==> src/rtl/pc_pkg.sv <==
// pc_pkg: shared PC increment and next-PC source encoding
package pc_pkg;
  localparam int PC_INC = 4;
  typedef enum logic [1:0] {SEQ, BRANCH, JUMP, RET} pc_src_e;
endpackage

==> src/rtl/ras_stack.sv <==
// ras_stack: circular return-address LIFO that overwrites the oldest entry when full
module ras_stack #(
  parameter int WIDTH = 32,
  parameter int DEPTH = 4
) (
  input  logic                     clk,
  input  logic                     reset,
  input  logic                     push,
  input  logic                     pop,
  input  logic [WIDTH-1:0]         push_data,
  output logic [WIDTH-1:0]         top,
  output logic [$clog2(DEPTH):0]   count
);
  localparam int PW = $clog2(DEPTH);
  localparam logic [PW:0] FULL = (PW+1)'(DEPTH);
  logic [WIDTH-1:0] mem [DEPTH];
  logic [PW-1:0] sp;
  assign top = mem[sp - PW'(1)];
  always_ff @(posedge clk) begin
    if (!reset) begin
      for (int i = 0; i < DEPTH; i++) mem[i] <= '0;
      sp <= '0;
      count <= '0;
    end else if (push) begin
      mem[sp] <= push_data;
      sp <= sp + PW'(1);
      count <= (count == FULL) ? count : count + (PW+1)'(1);
    end else if (pop) begin
      sp <= sp - PW'(1);
      count <= count - (PW+1)'(1);
    end
  end
endmodule

==> src/rtl/pc_gen.sv <==
// pc_gen: program counter with branch/jump/return redirect and return-address stack
module pc_gen
  import pc_pkg::*;
#(
  parameter int               WIDTH     = 32,
  parameter logic [WIDTH-1:0] RESET_VEC = '0,
  parameter int               RAS_DEPTH = 4
) (
  input  logic                         clk,
  input  logic                         reset,
  input  logic                         pcWrite,
  input  logic                         branchTaken,
  input  logic [WIDTH-1:0]             branchTarget,
  input  logic                         jump,
  input  logic [WIDTH-1:0]             jumpTarget,
  input  logic                         call,
  input  logic                         ret,
  output logic [WIDTH-1:0]             pc,
  output logic [WIDTH-1:0]             pcPlus4,
  output logic [$clog2(RAS_DEPTH):0]   rasCount,
  output logic                         rasEmpty,
  output logic                         rasFull,
  output logic                         rasErr
);
  localparam int CW = $clog2(RAS_DEPTH) + 1;
  pc_src_e src;
  logic [WIDTH-1:0] ras_top, next_raw, next_pc;
  logic push, pop_req, pop;
  assign pcPlus4 = pc + WIDTH'(PC_INC);
  assign rasEmpty = rasCount == '0;
  assign rasFull = rasCount == CW'(RAS_DEPTH);
  assign push = pcWrite & jump & call & ~ret & ~branchTaken;
  assign pop_req = pcWrite & ret & ~branchTaken;
  assign pop = pop_req & ~rasEmpty;
  always_comb begin
    src = branchTaken ? BRANCH : ret ? (rasEmpty ? SEQ : RET) : jump ? JUMP : SEQ;
    next_raw = (src == BRANCH) ? branchTarget :
               (src == RET)    ? ras_top :
               (src == JUMP)   ? jumpTarget : pcPlus4;
    next_pc = {next_raw[WIDTH-1:2], 2'b00};
  end
  always_ff @(posedge clk) begin
    if (!reset) begin
      pc <= {RESET_VEC[WIDTH-1:2], 2'b00};
      rasErr <= 1'b0;
    end else if (pcWrite) begin
      pc <= next_pc;
      rasErr <= rasErr | (pop_req & rasEmpty);
    end
  end
  ras_stack #(.WIDTH(WIDTH), .DEPTH(RAS_DEPTH)) u_ras (
    .clk(clk),
    .reset(reset),
    .push(push),
    .pop(pop),
    .push_data(pcPlus4),
    .top(ras_top),
    .count(rasCount)
  );
endmodule

==> config.mk <==
export PLATFORM = sky130hd
export DESIGN_NAME = pc_gen
export DESIGN_NICKNAME = d
export VERILOG_FILES = /design/src/rtl/pc_pkg.sv /design/src/rtl/ras_stack.sv /design/src/rtl/pc_gen.sv
export SDC_FILE = /design/constraint.sdc
export NUM_CORES = 1
export LEC_CHECK = 0
export ABC_AREA = 1
export BUFFER_PORTS_ARGS = -buffer_cell sky130_fd_sc_hd__buf_2
export CAP_MARGIN = 0
export CELL_PAD_IN_SITES_DETAIL_PLACEMENT = 1
export CELL_PAD_IN_SITES_GLOBAL_PLACEMENT = 1
export CORE_MARGIN = 2
export CORE_UTILIZATION = 45
export CTS_BUF_LIST = sky130_fd_sc_hd__clkbuf_16
export DETAILED_ROUTE_END_ITERATION = 12
export HOLD_SLACK_MARGIN = 0.03
export PLACE_DENSITY_LB_ADDON = 0.1
export SKIP_LAST_GASP = 1
export SLEW_MARGIN = 20
export SYNTH_ARGS = -nofsm -noshare
export SYNTH_HDL_FRONTEND = slang
export SYNTH_SLANG_ARGS = --single-unit
==> constraint.sdc <==
create_clock -name clk -period 8.9 [get_ports clk]
set_clock_uncertainty 0.1 [all_clocks]
set_input_delay 0.89 -clock clk [delete_from_list [all_inputs] [get_ports clk]]
set_output_delay 0.89 -clock clk [all_outputs]
set_load 0.02 [all_outputs]
==> results of run 1 <==
==> metrics by stage <==
stage	cell area (µm²)	power [mW]
6_report	9760	1.84
5_1_grt	9760	1.90
4_1_cts	9760	1.84
3_5_place_dp	9170	1.12
3_3_place_gp	9170	1.12
2_1_floorplan	8420	1.02
==> metal layers <==
metal / wire [µm] / up-vias
met1: 12500 / 3770
met5: 13 / -
li1: - / 3710
met3: 1850 / 41
met2: 12600 / 264
met4: 439 / 2
==> worst register-to-register path: stages (launching register included) <==
cell and delay [ns]:
dfxtp_1 0.53, inv_1 0.16, nor2_4 0.75, nand2_2 0.64, nand2_2 0.85
==> state kept, by name, summed over array words and instances, names as in the netlist <==
| name | count |
|---|---|
| pc | 30 |
| rasErr | 1 |
| u_ras.count | 3 |
| u_ras.mem | 120 |
| u_ras.sp | 2 |
==> power by group through the flow <==
stage | combinational (mW) | sequential (mW) | clock, mW
after floorplan | 0.158 | 0.858 | 0
after global placement | 0.263 | 0.852 | 0
after detailed placement | 0.268 | 0.854 | 0
after CTS | 0.270 | 0.839 | 0.734
after global routing | 0.296 | 0.843 | 0.766
final | 0.271 | 0.839 | 0.731
==> final timing paths <==
path	slack, ns	to	from
worst max-delay path	4.25	u_ras.mem[0][23]	branchTaken
worst min-delay path	0.36	rasErr	rasErr
worst max register to register	5.48	u_ras.mem[2][18]	u_ras.sp[1]
worst min register to register	0.36	rasErr	rasErr
==> layout by cell type, fill, tap and decap left out, types with 3 or more instances in the layout <==
cell,instances
a21oi_1,61
xnor2_1,3
o21ai_1,8
nor2_4,10
nand2_1,317
nor2_2,4
buf_4,5
nand4_1,15
nor3_1,7
inv_2,7
inv_8,3
inv_1,102
nor2_1,209
clkbuf_16,17
clkinv_1,3
a22o_1,5
nand2_2,9
nand3_1,51
clkinvlp_4,3
xor2_1,3
o21ai_0,50
edfxtp_1,120
buf_2,132
conb_1,4
dfxtp_1,36
==> layout make-up <==
| type | count | area share (%) |
|---|---|---|
| clock buffer | 17 | 4.36 |
| clock inverter | 15 | 1.68 |
| inverter | 110 | 4.23 |
| multi-input combinational | 774 | 35.3 |
| sequential | 156 | 44.3 |
| tap | 229 | 2.94 |
| timing repair buffer | 137 | 7.15 |
==> cell families (layout without fill, tap and decap cells) <==
logic type | Yosys count | in the layout | share of synthesized area, %
and+or+nand+nor | 629 | 629 | 30.8
buffers and inverters | 165 | 279 | 8.07
DFF | 156 | 156 | 51.4
AOI/OAI and AO/OA | 131 | 131 | 8.23
xor gates and xnor gates | 8 | 8 | 1.01
adders and majority gates | 2 | 2 | 0.387
other | 1 | 4 | 0.0446
==> results.yml, run 1 <==
worst_setup_path:
  endpoint_kind: "register"
  cp.required_ns: 8.84
  critPathMaxStageDelay_ns: 0.90
  critPathLaunchType: "input pin"
  crit_chain: "buf_2 > inv_2 > nand3_4 > nor2_4 > inv_2 > nor2_4 > nand3_2 > nand2_2"
  reg2reg_depth: 4
  crit_arrival_ns: 4.60
  critPathKind: "input pin to register"
  crit_path_top_delay_cell: "nand2_2"
  crit_buf_inv: 3
  path_delay_family: "simple AND/OR/NAND/NOR gates"
  cp_num_cells: 8
  path_max_fanout: 49
global_route:
  grt_max_degree: 58
  grt_pass1_vias: 7615
  gr-max-usage-layer: "met2"
  use_met2_pct: 43.7
  grt_usage_pct: 28.2
  use_met3_pct: 5.54
  grt_pass1_wl_um: 42700
  antenna_found_initial: 1
  grt_use_met1_pct: 40.7
  grt-ovfl-total: 0
power_and_ir_drop:
  ir_drop_mv: 0.138
  p_leak_nw: 4.09
  switching_share_pct: 29.0
  power_frac_comb_pct: 14.7
  p_per_area_nw_per_um2: 189
  seqPwrFrac_pct: 45.6
  p_int_mw: 1.31
  clkPwrFrac_pct: 39.7
  p_sw_uw: 534
detailed_routing:
  wl_per_cell_um: 19.0
  routed_wl_um: 27400
  drc: 0
  drtIter0Drc: 581
  vias: 7787
  vias_per_cell: 5.42
  drtAntennaViolNets: 0
  first_pass_iters: 6
sta:
  worst_slack_ns: 4.25
  finalSetupTns_ns: 0
  hold_viol_final: 0
  max_freq_mhz: 215
  worst-slew-pin-transition_ns: 0.962
  min_period_over_period_pct: 52.3
  fin_crit_ns: 4.65
  timing.hold.ws_ns: 0.361
  report.final.slew_viol_count: 0
  rsz0062_at_grt: "false"
  setup_viol: 0
  max_slew_margin_pct: 35.7
finish:
  antenna_cells: 0
  syn_to_final_growth_pct: 16.1
  stdcell_count: 1438
  drive_gt1_share_pct: 17.0
  seqCellArea_um2: 4320
  fin_util_pct: 53.8
  fill_cells: 2295
  multi_input_area_um2: 3450
  fin_nets: 1269
clock_network:
  cts_resized: 0
  clk_pin_slew_worst_paths_ns: 0.07
  clock_latency_ns: 0.42
  postCtsHoldBufs: 0
  cts_buffers: 17
  cts-htree-levels: 4
  cts-root-buf: "clkbuf_16"
  cts_buffer_depth: 2
  post_cts_buffers: 0
  cts_tree: "built"
  cts_sinks: 156
placement:
  pre_cts_ws_ns: 3.79
  dp_hpwl_um: 19000
  port_buffers: 132
  place_inst: 1406
  place_congestion: 0.881
die:
  dieArea_um2: 19800
  die_x_um: 141
  start_util_pct: 46.3
  row_count: 49
  coreArea_um2: 18100
  die_h_um: 141
  io_pins: 141
worst_hold_path:
  worstHoldPathType: "register to register"
  min_path_cells: 2
logic_synthesis:
  yosysSeqAreaShare_pct: 51.4
  synth_edf_count: 120
  syn_inst: 1092
  synth_cell_types: 37
  synth_area_per_cell_um2: 7.70
  synth_top_cell_area_share_pct: 42.9
  ys_warn_count: 0
  synth_largest_area_cell: "edfxtp_1"
  syn_area_um2: 8410
  postSynth.asyncResetShare_pct: 0
  ys_ff_latch: 156
  synth.top_cells.by_area: "edfxtp_1 43%, nand2_1 14%, nor2_1 9.5%"
  netlist_top_cells_count: "320 x nand2_1, 212 x nor2_1, 120 x edfxtp_1, 103 x inv_1, 61 x a21oi_1"
  ys.flop_type: "edfxtp_1"
  synth.most_common_cell: "nand2_1"
run:
  drv_cap: 0
outcome:
  status: "finished clean"
No activity file was read; power rests on OpenSTA's default activity.
==> run 2: changes to the inputs <==
--- a/config.mk
+++ b/config.mk
@@ -11,7 +11,7 @@
 export CELL_PAD_IN_SITES_DETAIL_PLACEMENT = 1
 export CELL_PAD_IN_SITES_GLOBAL_PLACEMENT = 1
 export CORE_MARGIN = 2
-export CORE_UTILIZATION = 45
+export CORE_UTILIZATION = 42
 export CTS_BUF_LIST = sky130_fd_sc_hd__clkbuf_16
 export DETAILED_ROUTE_END_ITERATION = 12
 export HOLD_SLACK_MARGIN = 0.03
==> constraint.sdc (replaced) <==
create_clock -name clk -period 4.49 [get_ports clk]
set_clock_uncertainty 0.1 [all_clocks]
set_input_delay 0.449 -clock clk [delete_from_list [all_inputs] [get_ports clk]]
set_output_delay 0.449 -clock clk [all_outputs]
set_load 0.02 [all_outputs]
==> results.yml, run 2 (synthesis gave the netlist of run 1 again) <==
outcome:
  status: "finished clean"
detailed_routing:
  met3_length_um: 1400
  dr_wl_met2_um: 12800
  met1Wirelength_um: 13300
  first_pass_iters: 4
  drtIter0Drc: 404
  vias_per_cell: 5.26
  routed_wl_um: 27800
  wl_per_cell_um: 18.7
  vias: 7801
  drc: 0
  top_layer: "met4"
  drtAntennaViolNets: 0
worst_setup_path:
  rrSetupSlack_ns: 1.74
  path_delay_family: "simple AND/OR/NAND/NOR gates"
  crit_chain: "ha_1 > nand2_1 > nor2_1 > nand2_2 > nor2_4 > nand3_1 > nand2_1 > buf_2"
  reg2reg_depth: 8
  r2r-start: "u_ras.count[0]"
  cp_num_cells: 8
  crit_path_top_delay_cell: "dfxtp_1"
  critPathKind: "register to output pin"
  regToRegEndpoint: "pc[14]"
  cp.required_ns: 3.94
  crit_arrival_ns: 2.51
  critPathLaunchType: "register"
  cpMostUsedCell: "nand2_1"
  critPathMaxStageDelay_ns: 0.54
  path_max_fanout: 9
  endpoint_kind: "output pin"
  crit_buf_inv: 1
global_route:
  grt_usage_pct: 26.2
  grt_pass1_wl_um: 42900
  antenna_found_initial: 0
  grt_max_degree: 59
  grt-ovfl-total: 0
  grt_pass1_vias: 7689
finish:
  antenna_cells: 0
  largest_reg_flops: 120
  regMostFlops: "u_ras.mem"
  reg_top3: "u_ras.mem: 120 flops, pc: 30 flops, u_ras.count: 3 flops"
  syn_to_final_growth_pct: 16.9
  final_cell_mix: "320 x nand2_1, 209 x nor2_1, 132 x buf_2"
  fill_cells: 2504
  final_common_cell: "nand2_1"
  fin_nets: 1278
  drive_gt1_share_pct: 17.5
  fin_util_pct: 50.3
die:
  die_x_um: 145
  io_pins: 141
  dieArea_um2: 21200
  row_count: 51
  coreArea_um2: 19500
  start_util_pct: 43.1
  die_h_um: 145
worst_hold_path:
  worstHoldPathType: "input pin to register"
  hold_path_end: "pc[2]"
  min-delay-start: "branchTarget[2]"
  min_path_cells: 3
sta:
  worst-slew-pin-transition_ns: 0.846
  hold_viol_final: 0
  worst_slack_ns: 1.43
  setup_viol: 0
  min_period_over_period_pct: 68.1
  finalSetupTns_ns: 0
  rsz0062_at_grt: "false"
  fin_crit_ns: 3.06
  max_slew_margin_pct: 43.5
  report.final.slew_viol_count: 0
  max_freq_mhz: 327
power_and_ir_drop:
  p_total_mw: 3.58
  ir_drop_mv: 0.274
  p_per_area_nw_per_um2: 365
  p_leak_nw: 4.12
clock_network:
  cts_buffers: 17
  cts_tree: "built"
  clock_latency_ns: 0.44
  cts_resized: 0
  cts-htree-levels: 4
  cts_sinks: 156
  clk_pin_slew_worst_paths_ns: 0.07
  postCtsHoldBufs: 0
  cts-root-buf: "clkbuf_16"
  post_cts_buffers: 0
  cts_buffer_depth: 2
placement:
  port_buffers: 132
  place_congestion: 0.869
  dp_hpwl_um: 19300
  pre_cts_ws_ns: 1.22
run:
  drv_cap: 0
## run 2: changes by cell type in the layout (fill, tap and decap cells not counted), sizes merged
cell	change
buf	+9
clkinv	-1
bufinv	-2
clkinvlp	-1
inv	+4
## run 2: area by class of cell
cell class	instances	area, µm²	area share (%)
inverter	110	413	4.20
clock buffer	17	425	4.33
tap	265	332	3.37
clock inverter	15	133	1.35
multi-input combinational	774	3430	34.9
sequential	156	4320	44.0
timing repair buffer	146	766	7.79
## run 2: stage by stage
stage / hold slack [ns] / instances / cell area, µm²
finish: 0.209 / 1483 / 9830
global route: 0.238 / 1483 / 9830
CTS: 0.214 / 1483 / 9830
detailed placement: 0.356 / 1451 / 9270
global placement: 0.354 / 1451 / 9270
floorplan: 0.367 / 1095 / 8420
## run 2: how the worst max path moves through the flow
stage                       endpoint   startpoint
floorplan           u_ras.mem[3][10]  branchTaken
global placement              pc[14]  branchTaken
detailed placement            pc[14]  branchTaken
CTS                      pcPlus4[28]        pc[2]
global route             pcPlus4[30]        pc[2]
finish                   pcPlus4[28]        pc[2]
## run 2: worst reg2reg max path: stages (launching register included)
cell,delay (ns)
dfxtp_1,0.43
inv_1,0.06
nand3_1,0.15
nand3_2,0.54
inv_2,0.68
o21ai_0,0.36
nand3_1,0.19
nand2_1,0.06
a21oi_1,0.10
## run 2: routing by layer
metal,vias to the layer above,global-route usage [%]
li1,3723,-
met1,3830,37.8
met2,223,42.1
met3,25,3.42
met4,0,6.57
met5,-,0
## run 2: power by group
group	leakage, nW	internal, mW	switching (mW)
combinational	2.31	0.153	0.386
sequential	1.54	1.61	0.0516
clock	0.273	0.728	0.654
total	4.12	2.49	1.09
